## src/rtl/sifh_pkg.sv

```systemverilog
// Shared types and helpers for the dToF histogrammer.
// SIFH_SATURATE_EN selects a saturating bin increment instead of a wrapping one.
package sifh_pkg;

    typedef enum logic [1:0] {
        StClear,
        StAccum,
        StDrain,
        StReport
    } sifh_state_t;

    // Pixel index width; a single pixel still needs one bit.
    function automatic int unsigned pixW(input int unsigned pixels);
        return (pixels <= 1) ? 1 : $clog2(pixels);
    endfunction

    function automatic logic [31:0] incCount(input logic [31:0] cnt, input int unsigned cntW);
        logic [32:0] maxV;
        maxV = (33'd1 << cntW) - 33'd1;
`ifdef SIFH_SATURATE_EN
        return (cnt == maxV[31:0]) ? cnt : cnt + 32'd1;
`else
        return (cnt + 32'd1) & maxV[31:0];
`endif
    endfunction

endpackage

```

## src/rtl/sifh_hist_peak_if.sv

```systemverilog
// Event input and peak report bundle between TDC capture and depth estimation.
interface sifh_hist_peak_if #(
    parameter int unsigned TDC_W = 10,
    parameter int unsigned BIN_W = 6,
    parameter int unsigned CNT_W = 8,
    parameter int unsigned PIX_W = 2
) ();
    logic             wrEn;
    logic [TDC_W-1:0] data;
    logic             rdy;
    logic             peak_valid;
    logic [PIX_W-1:0] peak_pixel;
    logic [BIN_W-1:0] peak_bin;
    logic [CNT_W-1:0] peak_count;

    modport master (
        output wrEn, data,
        input  rdy, peak_valid, peak_pixel, peak_bin, peak_count
    );

    modport slave (
        input  wrEn, data,
        output rdy, peak_valid, peak_pixel, peak_bin, peak_count
    );
endinterface

```

## src/rtl/sifh_bin_ram.sv

```systemverilog
// Simple dual-port histogram RAM: read-first, one-cycle synchronous read.
module sifh_bin_ram #(
    parameter int unsigned BIN_W = 6,
    parameter int unsigned CNT_W = 8
) (
    input  logic             clk,
    input  logic             we_i,
    input  logic [BIN_W-1:0] wAddr_i,
    input  logic [CNT_W-1:0] wData_i,
    input  logic             re_i,
    input  logic [BIN_W-1:0] rAddr_i,
    output logic [CNT_W-1:0] rData_o
);
    logic [CNT_W-1:0] mem [2**BIN_W];

    // Same-address read and write in one cycle returns the pre-write contents.
    always_ff @(posedge clk) begin
        if (we_i) begin
            mem[wAddr_i] <= wData_i;
        end
        if (re_i) begin
            rData_o <= mem[rAddr_i];
        end
    end
endmodule

```

## src/rtl/sifh_hist_peak.sv

```systemverilog
// Per-pixel timestamp histogrammer with running peak tracking, round-robin over pixels.
// Increment behaviour depends on SIFH_SATURATE_EN (see sifh_pkg).
module sifh_hist_peak import sifh_pkg::*; #(
    parameter int unsigned TDC_W   = 10,
    parameter int unsigned BIN_W   = 6,
    parameter int unsigned CNT_W   = 8,
    parameter int unsigned PIXELS  = 4,
    parameter int unsigned ACQ_NUM = 16
) (
    input  logic clk,
    input  logic res,
    sifh_hist_peak_if.slave bus
);
    localparam int unsigned PIX_W = pixW(PIXELS);
    localparam int unsigned EV_W  = $clog2(ACQ_NUM + 1);
    localparam logic [EV_W-1:0]  EvLast  = EV_W'(ACQ_NUM - 1);
    localparam logic [BIN_W-1:0] BinLast = '1;
    localparam logic [PIX_W-1:0] PixLast = PIX_W'(PIXELS - 1);

    sifh_state_t      state_q, state_d;
    logic [BIN_W-1:0] clrAddr_q, clrAddr_d;
    logic [EV_W-1:0]  evCnt_q, evCnt_d;
    logic [PIX_W-1:0] pix_q, pix_d;

    logic             s2Valid_q;
    logic [BIN_W-1:0] s2Bin_q;
    logic             fwdValid_q;
    logic [BIN_W-1:0] fwdBin_q;
    logic [CNT_W-1:0] fwdCnt_q;

    logic [BIN_W-1:0] peakBin_q, peakBin_d;
    logic [CNT_W-1:0] peakCnt_q, peakCnt_d;
    logic [PIX_W-1:0] outPix_q;
    logic [BIN_W-1:0] outBin_q;
    logic [CNT_W-1:0] outCnt_q;

    logic             accept;
    logic [BIN_W-1:0] evBin;
    logic [CNT_W-1:0] ramRdata, oldCnt, newCnt;
    logic             ramWe;
    logic [BIN_W-1:0] ramWAddr;
    logic [CNT_W-1:0] ramWData;
    logic             unusedData;

    assign bus.rdy        = (state_q == StAccum);
    assign bus.peak_valid = (state_q == StReport);
    assign bus.peak_pixel = outPix_q;
    assign bus.peak_bin   = outBin_q;
    assign bus.peak_count = outCnt_q;

    assign accept     = bus.wrEn && (state_q == StAccum);
    assign evBin      = bus.data[TDC_W-1 -: BIN_W];
    assign unusedData = ^bus.data;

    always_comb begin
        state_d   = state_q;
        clrAddr_d = clrAddr_q;
        evCnt_d   = evCnt_q;
        pix_d     = pix_q;
        unique case (state_q)
            StClear: begin
                clrAddr_d = clrAddr_q + BIN_W'(1);
                evCnt_d   = '0;
                if (clrAddr_q == BinLast) begin
                    state_d = StAccum;
                end
            end
            StAccum: begin
                if (accept) begin
                    evCnt_d = evCnt_q + EV_W'(1);
                    if (evCnt_q == EvLast) begin
                        state_d = StDrain;
                    end
                end
            end
            StDrain: state_d = StReport;
            StReport: begin
                pix_d   = (pix_q == PixLast) ? '0 : pix_q + PIX_W'(1);
                state_d = StClear;
            end
            default: state_d = StClear;
        endcase
    end

    // A same-bin write from the previous cycle is not yet visible in the read-first RAM.
    always_comb begin
        oldCnt = (fwdValid_q && (fwdBin_q == s2Bin_q)) ? fwdCnt_q : ramRdata;
        newCnt = CNT_W'(incCount(32'(oldCnt), CNT_W));
    end

    // Strict '>' keeps the earlier bin on ties; the same-bin term follows wrapped counts down.
    always_comb begin
        peakBin_d = peakBin_q;
        peakCnt_d = peakCnt_q;
        if (state_q == StClear) begin
            peakBin_d = '0;
            peakCnt_d = '0;
        end else if (s2Valid_q && ((newCnt > peakCnt_q) || (s2Bin_q == peakBin_q))) begin
            peakBin_d = s2Bin_q;
            peakCnt_d = newCnt;
        end
    end

    always_comb begin
        ramWe    = s2Valid_q;
        ramWAddr = s2Bin_q;
        ramWData = newCnt;
        if (state_q == StClear) begin
            ramWe    = 1'b1;
            ramWAddr = clrAddr_q;
            ramWData = '0;
        end
    end

    sifh_bin_ram #(
        .BIN_W (BIN_W),
        .CNT_W (CNT_W)
    ) u_ram (
        .clk     (clk),
        .we_i    (ramWe),
        .wAddr_i (ramWAddr),
        .wData_i (ramWData),
        .re_i    (accept),
        .rAddr_i (evBin),
        .rData_o (ramRdata)
    );

    always_ff @(posedge clk) begin
        if (res) begin
            state_q    <= StClear;
            clrAddr_q  <= '0;
            evCnt_q    <= '0;
            pix_q      <= '0;
            s2Valid_q  <= 1'b0;
            s2Bin_q    <= '0;
            fwdValid_q <= 1'b0;
            fwdBin_q   <= '0;
            fwdCnt_q   <= '0;
            peakBin_q  <= '0;
            peakCnt_q  <= '0;
            outPix_q   <= '0;
            outBin_q   <= '0;
            outCnt_q   <= '0;
        end else begin
            state_q    <= state_d;
            clrAddr_q  <= clrAddr_d;
            evCnt_q    <= evCnt_d;
            pix_q      <= pix_d;
            s2Valid_q  <= accept;
            s2Bin_q    <= evBin;
            fwdValid_q <= s2Valid_q;
            fwdBin_q   <= s2Bin_q;
            fwdCnt_q   <= newCnt;
            peakBin_q  <= peakBin_d;
            peakCnt_q  <= peakCnt_d;
            // Capture the final peak (including the DRAIN write) so it is valid during REPORT.
            if (state_q == StDrain) begin
                outPix_q <= pix_q;
                outBin_q <= peakBin_d;
                outCnt_q <= peakCnt_d;
            end
        end
    end
endmodule
```

## src/flat_wrapper.sv

```systemverilog
// flat-port wrapper written by rule: the top's interface ports become plain ports
module sifh_hist_peak_flat import sifh_pkg::*;
#(
    parameter int unsigned TDC_W   = 10,
    parameter int unsigned BIN_W   = 6,
    parameter int unsigned CNT_W   = 8,
    parameter int unsigned PIXELS  = 4,
    parameter int unsigned ACQ_NUM = 16
)
  (clk, res, bus_wrEn, bus_data, bus_rdy, bus_peak_valid, bus_peak_pixel, bus_peak_bin, bus_peak_count);
  sifh_hist_peak_if #(.TDC_W(TDC_W), .BIN_W(BIN_W), .CNT_W(CNT_W)) bus_i ();
  input  logic clk;
  input  logic res;
  input wire logic [$bits(bus_i.wrEn)-1:0] bus_wrEn;
  input wire logic [$bits(bus_i.data)-1:0] bus_data;
  output wire logic [$bits(bus_i.rdy)-1:0] bus_rdy;
  output wire logic [$bits(bus_i.peak_valid)-1:0] bus_peak_valid;
  output wire logic [$bits(bus_i.peak_pixel)-1:0] bus_peak_pixel;
  output wire logic [$bits(bus_i.peak_bin)-1:0] bus_peak_bin;
  output wire logic [$bits(bus_i.peak_count)-1:0] bus_peak_count;
  assign bus_i.wrEn = bus_wrEn;
  assign bus_i.data = bus_data;
  assign bus_rdy = bus_i.rdy;
  assign bus_peak_valid = bus_i.peak_valid;
  assign bus_peak_pixel = bus_i.peak_pixel;
  assign bus_peak_bin = bus_i.peak_bin;
  assign bus_peak_count = bus_i.peak_count;
  sifh_hist_peak #(.TDC_W(TDC_W), .BIN_W(BIN_W), .CNT_W(CNT_W), .PIXELS(PIXELS), .ACQ_NUM(ACQ_NUM)) u_core (.clk(clk), .res(res), .bus(bus_i));
endmodule
```

## config.mk

```make
export PLATFORM = sky130hd
export DESIGN_NAME = sifh_hist_peak_flat
export DESIGN_NICKNAME = d
export VERILOG_FILES = /design/src/rtl/sifh_pkg.sv /design/src/rtl/sifh_hist_peak_if.sv /design/src/rtl/sifh_bin_ram.sv /design/src/rtl/sifh_hist_peak.sv /design/src/flat_wrapper.sv
export SDC_FILE = /design/constraint.sdc
export NUM_CORES = 1
export LEC_CHECK = 0
export BUFFER_PORTS_ARGS = -buffer_cell sky130_fd_sc_hd__clkbuf_2
export CORE_MARGIN = 10
export CORE_UTILIZATION = 50
export CTS_CLUSTER_SIZE = 12
export DETAILED_ROUTE_END_ITERATION = 7
export GPL_ROUTABILITY_DRIVEN = 0
export PLACE_DENSITY = 0.73
export SLEW_MARGIN = 20
export SYNTH_ARGS = -nofsm -noshare
export SYNTH_HDL_FRONTEND = slang
export SYNTH_SLANG_ARGS = --single-unit
```

## constraint.sdc

```tcl
create_clock -name clk -period 4.6 [get_ports clk]
set_input_delay 0.23 -clock clk [delete_from_list [all_inputs] [get_ports clk]]
set_output_delay 0.23 -clock clk [all_outputs]
set_load 0.05 [all_outputs]
```

==> flow_summary.rst, run 1 <==
.. list-table::
   :header-rows: 1

   * - Metric
     - Value
   * - Outcome
     - complete, no violations
   * - Kind of end point of the critical path
     - flop
   * - Clk pin slew, worst setup/hold paths
     - around 0.060 ns
   * - Switching portion of total power
     - 23.6%
   * - Compound-Gate Fraction of Synth Area
     - 1.62%
   * - Hold path start
     - bus_data[9]
   * - Number of inserted filler cells in the final layout
     - 3292
   * - Slew Viols, Final
     - 0
   * - Combinational share of power
     - roughly 10%
   * - Vias in the first global route
     - 11400
   * - Simple-gate share of the synthesized area
     - 4.00%
   * - Max incr delay on CP
     - 0.55 ns
   * - IR drop worst, VDD
     - roughly 270 uV
   * - IO Count
     - 31
   * - Number of detailed-routing iterations run before antenna repair
     - 5
   * - Gr ovfl total
     - 0
   * - Antenna violations before repair
     - 1
   * - Detailed Route Iter0 Violations
     - 1182
   * - Vias per inst
     - 6.01
   * - Final HPWL from detailed placement
     - 29.9 mm
   * - Core box area
     - 45600 sq um
   * - Die height
     - 235 um
   * - Avg WL per Cell
     - 25.6 um
   * - Post-Syn Nets
     - between 1000 and 1500
   * - Routed vias
     - about 11000
   * - Synthesized area per cell
     - 19.7 sq um
   * - Max Freq
     - 248 MHz
   * - Register share of total power
     - between 50% and 60%
   * - Critical-path maximum fanout
     - 17
   * - Share of the core filled with cells
     - 56.6%
   * - Count of flip-flops with a built-in enable after synthesis
     - 520
   * - Maximum number of buffers from clock root to sink
     - 3
   * - # H-tree levels
     - 2
   * - CTS Root Cell
     - sky130_fd_sc_hd__clkbuf_16
   * - Cells traversed along the worst timing path
     - xnor2_1, nand4_1, nor4_4, buf_4, mux2i_1, or3_4, nor3b_4, xor2_2, inv_1, ha_1, nand4_1, o21bai_1, a21oi_4, mux2i_1, a2bb2oi_1, nor2_1
   * - Share of power burned in the clock network
     - between 30 and 40%
   * - Worst slew margin relative to its limit
     - 31.8%
   * - Number of standard-cell rows in the floorplan
     - between 70 and 80
   * - Crit path DAT
     - 4.51 ns
   * - Remaining antenna violation count after routing
     - 0
   * - Number of endpoints failing setup at the final stage
     - 0
   * - Fraction of the yosys area taken by sequential cells
     - about 73%
   * - Share of the synthesized netlist area taken by xor and xnor gates
     - 0.828%
   * - Leak pwr
     - 8.04 nW
   * - Sum of routed wire length over all layers
     - 47.9 mm
   * - Predominant post-synthesis flop cell
     - sky130_fd_sc_hd__edfxtp_1
   * - Post-synthesis cell area
     - around 23000 sq um
   * - Starting Density
     - 50.7%
   * - Total routing resource utilization after global routing
     - 17.3%
   * - CTS tree
     - built
   * - Cell family with most CP delay
     - simple AND/OR/NAND/NOR gates
   * - Startpoint of the worst-slack reg-to-reg timing path
     - u_core.s2Bin_q[3]
   * - PostCTS Resize Cnt
     - 0
   * - P_sw
     - 0.00275 W
   * - CTS Buf Count
     - 58
   * - Reg2Reg Setup Slack
     - 0.57 ns
   * - First-pass GRT wire length
     - 73.3 mm
   * - Maximum number of pins on one net before global-route repair
     - 65
   * - Design internal power
     - 0.00890 W
   * - Drc violations
     - 0
   * - Synth Instances
     - 1175
   * - Die Footprint
     - ~55000 sq um
   * - Largest area contributor in the netlist
     - sky130_fd_sc_hd__edfxtp_1
   * - Portion of synthesized cell area occupied by the leading cell type
     - 67.5%
   * - Final cycle utilization of the critical path
     - 87.7%
   * - Setup repair after global routing missed its margin
     - false
   * - Sink count of the clock tree
     - 587
   * - Start-to-end type of the worst setup path
     - flop to flop
   * - Area contributors post-synth
     - sky130_fd_sc_hd__edfxtp_1 (68%), sky130_fd_sc_hd__mux4_2 (16%), sky130_fd_sc_hd__dfxtp_1 (5.8%)
   * - Count of buffers from port buffering
     - 26
   * - Worst min-delay path category
     - primary input to flop
   * - Max-cap violations
     - 0
   * - Layout cells sized above 1
     - 25.1%
   * - Total setup buffers inserted after CTS
     - 0
   * - Final Hold Viols
     - 0
   * - Worst-case clock skew
     - 0.0231 ns
   * - Type of origin of the critical path
     - flop
   * - Portion of netlist area occupied by mux cells
     - 17.8%
   * - Die width
     - 235 um
   * - Netlist cell types
     - 48
   * - Cell area power density
     - 451 nW/um^2
   * - Main combinational cell family by area after synthesis
     - multiplexers
   * - Slowest cell on the critical path
     - sky130_fd_sc_hd__a21oi_4
   * - Buffering stage count on the worst path with inverters included
     - 2
   * - Number of synthesized register bits
     - 587
   * - Worst setup path startpoint
     - u_core.s2Bin_q[3]
   * - Area growth, synth to finish
     - 11.6%
   * - Post-synthesis async set-or-reset flop share
     - 0%
   * - Final antenna diode count
     - 0
   * - Total Neg Setup Slack
     - 0 ns
   * - Slew at the pin closest to its max-slew limit
     - 1.02 ns
   * - Clock latency of the later-clocked register in the worst-skew pair
     - approximately 0.6 ns
   * - Warnings from Yosys
     - 0
   * - Required time at the worst-slack endpoint
     - a little over 5 ns
   * - Post-layout min period
     - 4.03 ns
   * - Adder-Cell Fraction of Synth Area
     - less than 1%
   * - Number of nets at the end of the flow
     - 1267
## path summary, 6_finish.rpt
path,cells past startpoint,end
setup / recovery,16,u_core.bus.peak_count[0]
hold / removal,2,u_core.s2Bin_q[5]
setup reg to reg,16,u_core.bus.peak_count[0]
hold reg to reg,2,u_core.bus.peak_count[5]
## placed cells by master, fill, tap and decap left out, types with 10 or more instances in the layout
cell type	netlist	final
sky130_fd_sc_hd__buf_4	0	32
sky130_fd_sc_hd__clkbuf_1	41	18
sky130_fd_sc_hd__clkbuf_16	0	58
sky130_fd_sc_hd__clkbuf_2	0	25
sky130_fd_sc_hd__dfxtp_1	67	67
sky130_fd_sc_hd__edfxtp_1	520	520
sky130_fd_sc_hd__ha_1	17	16
sky130_fd_sc_hd__inv_1	23	23
sky130_fd_sc_hd__mux2i_1	30	30
sky130_fd_sc_hd__mux4_2	168	168
sky130_fd_sc_hd__nand2_1	45	45
sky130_fd_sc_hd__nor2_1	128	121
sky130_fd_sc_hd__nor2b_1	16	15
sky130_fd_sc_hd__xnor2_1	10	10
sky130_fd_sc_hd__xor2_1	10	10
## power by group through the flow
stage                     Clock [W]  Sequential [W]  Combinational (W)
final                       0.00423         0.00621            0.00120
after global routing        0.00453         0.00622            0.00128
after CTS                   0.00431         0.00621            0.00121
after detailed placement          0         0.00632            0.00121
after global placement            0         0.00631            0.00118
after floorplan                   0         0.00630           0.000730
## through the flow
stage	hold WS [ns]	total power [W]	setup slack (ns)	cell area, sq um	instances
floorplan	0.413	0.00703	0.605	23100	1175
global placement	0.438	0.00749	0.282	24100	1776
detailed placement	0.447	0.00753	0.205	24100	1776
CTS	0.0518	0.0117	0.196	25800	1868
global route	0.0774	0.0120	0.258	25800	1868
finish	0.0946	0.0116	0.567	25800	1868
## layout make-up
cell class	count	area [sq um]	share of cell area [%]
Multi-Input combinational cell	504	5890	22.8
Clock buffer	82	1590	6.17
Inverter	24	90.1	0.349
Timing Repair Buffer	62	464	1.80
Tap cell	600	751	2.91
Sequential cell	587	17000	65.7
Clock inverter	9	55.1	0.213
## Yosys cell counts (9+ instances only)
library cell,number
sky130_fd_sc_hd__mux2i_1,30
sky130_fd_sc_hd__inv_1,23
sky130_fd_sc_hd__clkbuf_1,41
sky130_fd_sc_hd__a2bb2oi_1,9
sky130_fd_sc_hd__xor2_1,10
sky130_fd_sc_hd__mux4_2,168
sky130_fd_sc_hd__xnor2_1,10
sky130_fd_sc_hd__buf_1,11
sky130_fd_sc_hd__nor2_1,128
sky130_fd_sc_hd__edfxtp_1,520
sky130_fd_sc_hd__nor2b_1,16
sky130_fd_sc_hd__ha_1,17
sky130_fd_sc_hd__nand2_1,45
sky130_fd_sc_hd__dfxtp_1,67
## kinds of logic (layout without fill, tap and decap cells)
family / count (synthesis) / count (layout)
compound gates: 52 / 52
fa+ha+maj: 17 / 17
flops: 587 / 587
xor+xnor: 21 / 21
buf+inv: 84 / 177
simple gates: 213 / 213
mux: 201 / 201
## routing by layer
layer	global-route usage, %	vias to the layer above	wire length [um]
li1	-	4833	-
met1	24.1	5906	20000
met2	27.2	411	23300
met3	3.11	83	3270
met4	5.75	2	1240
met5	0	-	12
## flip-flops by register name (all words and copies together), names as in the netlist
register and flops:
u_core.fwdCnt_q 8, u_core.s2Bin_q 6, u_core.bus.peak_bin 6, u_core.evCnt_q 5
u_core.state_q 2, u_core.bus.peak_pixel 2, u_core.peakBin_q 6, u_core.peakCnt_q 8
u_core.fwdValid_q 1, u_core.clrAddr_q 6, u_core.s2Valid_q 1, u_core.pix_q 2
u_core.u_ram.mem 512, u_core.fwdBin_q 6, u_core.bus.peak_count 8, u_core.u_ram.rData_o 8
## worst reg2reg max path: cells and delay by family (launching register included)
family | cells | cell delay [ns]
XOR/XNOR | 2 | 0.34
AO/OA/AOI/OAI | 3 | 0.96
flip-flops | 1 | 0.32
buffers and inverters | 2 | 0.32
AND/OR/NAND/NOR | 6 | 1.23
adder cells (fa/ha/maj) | 1 | 0.29
multiplexers | 2 | 0.46
## what timing repair did
item | CTS | global route
setup endpoints to repair | 0 | 0
hold endpoints to repair | 2 | 0
hold buffers | 1 | 0
(Power assumes the default switching activity.)
==> inputs of run 2 (changes only) <==
--- a/config.mk
+++ b/config.mk
@@ -5,6 +5,7 @@
 export SDC_FILE = /design/constraint.sdc
 export NUM_CORES = 1
 export LEC_CHECK = 0
+export ABC_AREA = 1
 export BUFFER_PORTS_ARGS = -buffer_cell sky130_fd_sc_hd__clkbuf_2
 export CORE_MARGIN = 10
 export CORE_UTILIZATION = 50
@@ -12,6 +13,8 @@
 export DETAILED_ROUTE_END_ITERATION = 7
 export GPL_ROUTABILITY_DRIVEN = 0
 export PLACE_DENSITY = 0.73
+export RECOVER_POWER = 50
+export SKIP_LAST_GASP = 1
 export SLEW_MARGIN = 20
 export SYNTH_ARGS = -nofsm -noshare
 export SYNTH_HDL_FRONTEND = slang
==> flow_summary.rst, run 2 <==
.. list-table::
   :header-rows: 1

   * - Metric
     - Value
   * - Slew Viols, Final
     - 251
   * - Die width
     - between 200 and 250 um
   * - Commonest non-fill, non-tap cell in the layout
     - sky130_fd_sc_hd__edfxtp_1
   * - Slew at the pin closest to its max-slew limit
     - 2.15 ns
   * - Total Neg Setup Slack
     - 0 ns
   * - Number of inserted filler cells in the final layout
     - 3890
   * - Setup repair after global routing missed its margin
     - false
   * - Worst min-delay path category
     - primary input to flop
   * - Violated checks
     - max-capacitance violations, max-slew violations
   * - Vias in the first global route
     - 15300
   * - # H-tree levels
     - 2
   * - Worst setup path startpoint
     - bus_data[4]
   * - Routed vias
     - 16100
   * - Post-layout min period
     - 4.22 ns
   * - Startpoint of the worst-slack reg-to-reg timing path
     - u_core.s2Bin_q[1]
   * - Most frequent cells in the layout
     - sky130_fd_sc_hd__edfxtp_1 (520), sky130_fd_sc_hd__nor2_1 (442), sky130_fd_sc_hd__o21ai_0 (342)
   * - Start-to-end type of the worst setup path
     - primary input to flop
   * - Most flop-heavy register
     - u_core.u_ram.mem
   * - Avg WL per Cell
     - 21.5 um
   * - Drc violations
     - 0
   * - Outcome
     - finished, violations left
   * - Core box area
     - 46900 sq um
   * - Worst slew margin relative to its limit
     - -43.8%
   * - Predominant post-synthesis flop cell
     - sky130_fd_sc_hd__edfxtp_1
   * - Multi-input combinational cell area
     - 6050 sq um
   * - Total setup buffers inserted after CTS
     - 0
   * - Clk pin slew, worst setup/hold paths
     - roughly 0.06 ns
   * - Type of origin of the critical path
     - primary input
   * - Required time at the worst-slack endpoint
     - 4.92 ns
   * - Flip-flop and latch area
     - around 17000 sq um
   * - Warnings from Yosys
     - 0
   * - Netlist cell types
     - 43
   * - Met3 Routed Length
     - 5.49 mm
   * - Portion of synthesized cell area occupied by the leading cell type
     - 65.6%
   * - Total routing resource utilization after global routing
     - between 10% and 20%
   * - Die Footprint
     - 56700 sq um
   * - Hold path start
     - bus_data[9]
   * - Cell area power density
     - around 530 nW/um^2
   * - Final HPWL from detailed placement
     - roughly 34 mm
   * - IR drop worst, VDD
     - 316 uV
   * - CTS Root Cell
     - sky130_fd_sc_hd__clkbuf_16
   * - Number of synthesized register bits
     - 587
   * - Gr ovfl total
     - 0
   * - Maximum number of pins on one net before global-route repair
     - approximately 130
   * - Fraction of the yosys area taken by sequential cells
     - 71.2%
   * - Die height
     - 238 um
   * - Crit path DAT
     - 4.54 ns
   * - Starting Density
     - 50.8%
   * - Area growth, synth to finish
     - 10.2%
   * - Post-synthesis async set-or-reset flop share
     - 0%
   * - Post-synthesis cell area
     - 23800 sq um
   * - Kind of end point of the critical path
     - flop
   * - Wire length on met1
     - 23.4 mm
   * - Remaining antenna violation count after routing
     - 0
   * - Sink count of the clock tree
     - about 600
   * - Synth Instances
     - 2009
   * - Antenna violations before repair
     - 1
   * - Number of detailed-routing iterations run before antenna repair
     - 6
   * - Vias per inst
     - 6.00
   * - Count of flip-flops with a built-in enable after synthesis
     - 520
   * - Critical-path maximum fanout
     - 130
   * - Final antenna diode count
     - 0
   * - Detailed-routed wire length on met2
     - roughly 27 mm
   * - Leak pwr
     - 8.66 nW
   * - Final Hold Viols
     - 0
   * - Maximum number of buffers from clock root to sink
     - 3
   * - Number of endpoints failing setup at the final stage
     - 0
   * - First-pass GRT wire length
     - 88.6 mm
   * - Final Instance Area
     - 26200 sq um
   * - Sum of routed wire length over all layers
     - 57.6 mm
   * - Post-Syn Nets
     - slightly above 2000
   * - Worst-case clock skew
     - 0.0245 ns
   * - Clock latency of the later-clocked register in the worst-skew pair
     - 0.61 ns
   * - Detailed Route Iter0 Violations
     - 2039
   * - IO Count
     - 31
   * - Final cycle utilization of the critical path
     - 91.7%
   * - Commonest cells post-synth
     - sky130_fd_sc_hd__edfxtp_1 (520), sky130_fd_sc_hd__nor2_1 (447), sky130_fd_sc_hd__o21ai_0 (341), sky130_fd_sc_hd__o22ai_1 (134)
   * - CTS Buf Count
     - 58
   * - Count of buffers from port buffering
     - 26
   * - Max Freq
     - 237 MHz
   * - CTS tree
     - built
   * - Largest register FFs
     - slightly above 500
   * - Layout cells sized above 1
     - 6.90%
   * - Number of standard-cell rows in the floorplan
     - 79
   * - Dominant cell by count in the synthesized netlist
     - sky130_fd_sc_hd__edfxtp_1
   * - Synthesized area per cell
     - 11.9 sq um
   * - Max-cap violations
     - 5
   * - Number of nets at the end of the flow
     - 2069
   * - Area contributors post-synth
     - sky130_fd_sc_hd__edfxtp_1 (66%), sky130_fd_sc_hd__o21ai_0 (7.2%), sky130_fd_sc_hd__nor2_1 (7.0%)
   * - Top Layer Used
     - met5
   * - Largest area contributor in the netlist
     - sky130_fd_sc_hd__edfxtp_1
   * - Placed instance area
     - 24800 sq um
run 2: changes by cell type in the layout (fill, tap and decap cells not counted), sizes merged, moves of 16 or more:
cell / change
o21ai: +345
nor2b: -16
a21oi: +34
o221ai: +19
o22ai: +131
inv: +50
mux2i: -30
mux4: -168
nand3: +30
o211ai: +17
clkbuf: +35
nor2: +324
nand2: +62
run 2: logic make-up (layout without fill, tap and decap cells):
family | count (synthesis) | after routing | share of synthesized area (%)
compound gates | 582 | 582 | 13.7
xor+xnor | 4 | 4 | 0.179
fa+ha+maj | 17 | 17 | 0.893
simple gates | 619 | 619 | 10.7
flops | 587 | 587 | 71.2
buf+inv | 200 | 263 | 3.33
run 2: path summary, 6_finish.rpt:
| path | to | slack [ns] | cells after the start |
|---|---|---|---|
| max | u_core.u_ram.rData_o[5] | 0.38 | 9 |
| min | u_core.u_ram.rData_o[6] | 0.17 | 3 |
| max reg2reg | u_core.u_ram.mem[32][2] | 0.52 | 13 |
| min reg2reg | u_core.evCnt_q[3] | 0.47 | 1 |
run 2: power by group:
part	leakage (nW)	internal, W	total [W]	switching (W)
Clock	0.801	0.00239	0.00425	0.00186
Combinational	2.53	0.000470	0.00267	0.00220
Sequential	5.33	0.00682	0.00692	0.000103
Total	8.66	0.00968	0.0138	0.00416
run 2: critical path, cell delays in order:
cell and delay, ns:
sky130_fd_sc_hd__buf_6 0.31, sky130_fd_sc_hd__clkinvlp_4 1.71, sky130_fd_sc_hd__buf_12 0.78, sky130_fd_sc_hd__o21ai_0 0.30
sky130_fd_sc_hd__o22ai_1 0.08, sky130_fd_sc_hd__o21ai_0 0.39, sky130_fd_sc_hd__o221ai_1 0.24, sky130_fd_sc_hd__nand3_1 0.16
sky130_fd_sc_hd__nand2_1 0.11
run 2: metrics by stage:
stage	setup slack (ns)	std cells	utilization, %	hold WS, ns	power (W)
6_report	0.382	2679	56.0	0.171	0.0138
5_1_grt	0.220	2679	56.0	0.172	0.0143
4_1_cts	0.779	2679	56.5	0.141	0.0139
3_5_place_dp	0.785	2585	52.9	0.452	0.00971
3_3_place_gp	0.894	2584	52.9	0.449	0.00958
2_1_floorplan	0.861	2009	-	0.428	0.00859
run 2: final cells by class:
cell class                      count  area share (%)
Clock inverter                     14           0.334
Multi-Input combinational cell   1222            23.1
Clock buffer                       79            5.95
Tap cell                          607            2.90
Sequential cell                   587            64.7
Inverter                           78            1.13
Timing Repair Buffer               92            1.96
run 2: repair_timing:
| item | 4_1_cts | 5_1_grt |
|---|---|---|
| hold endpoints to repair | 2 | 0 |
| resized for setup | 0 | 0 |
| hold buffers | 1 | 0 |
run 2: routing by layer:
layer	vias up	track usage, %
met4	2	6.82
met3	121	4.32
met5	-	0
met1	7822	26.4
met2	758	32.2
li1	7362	-
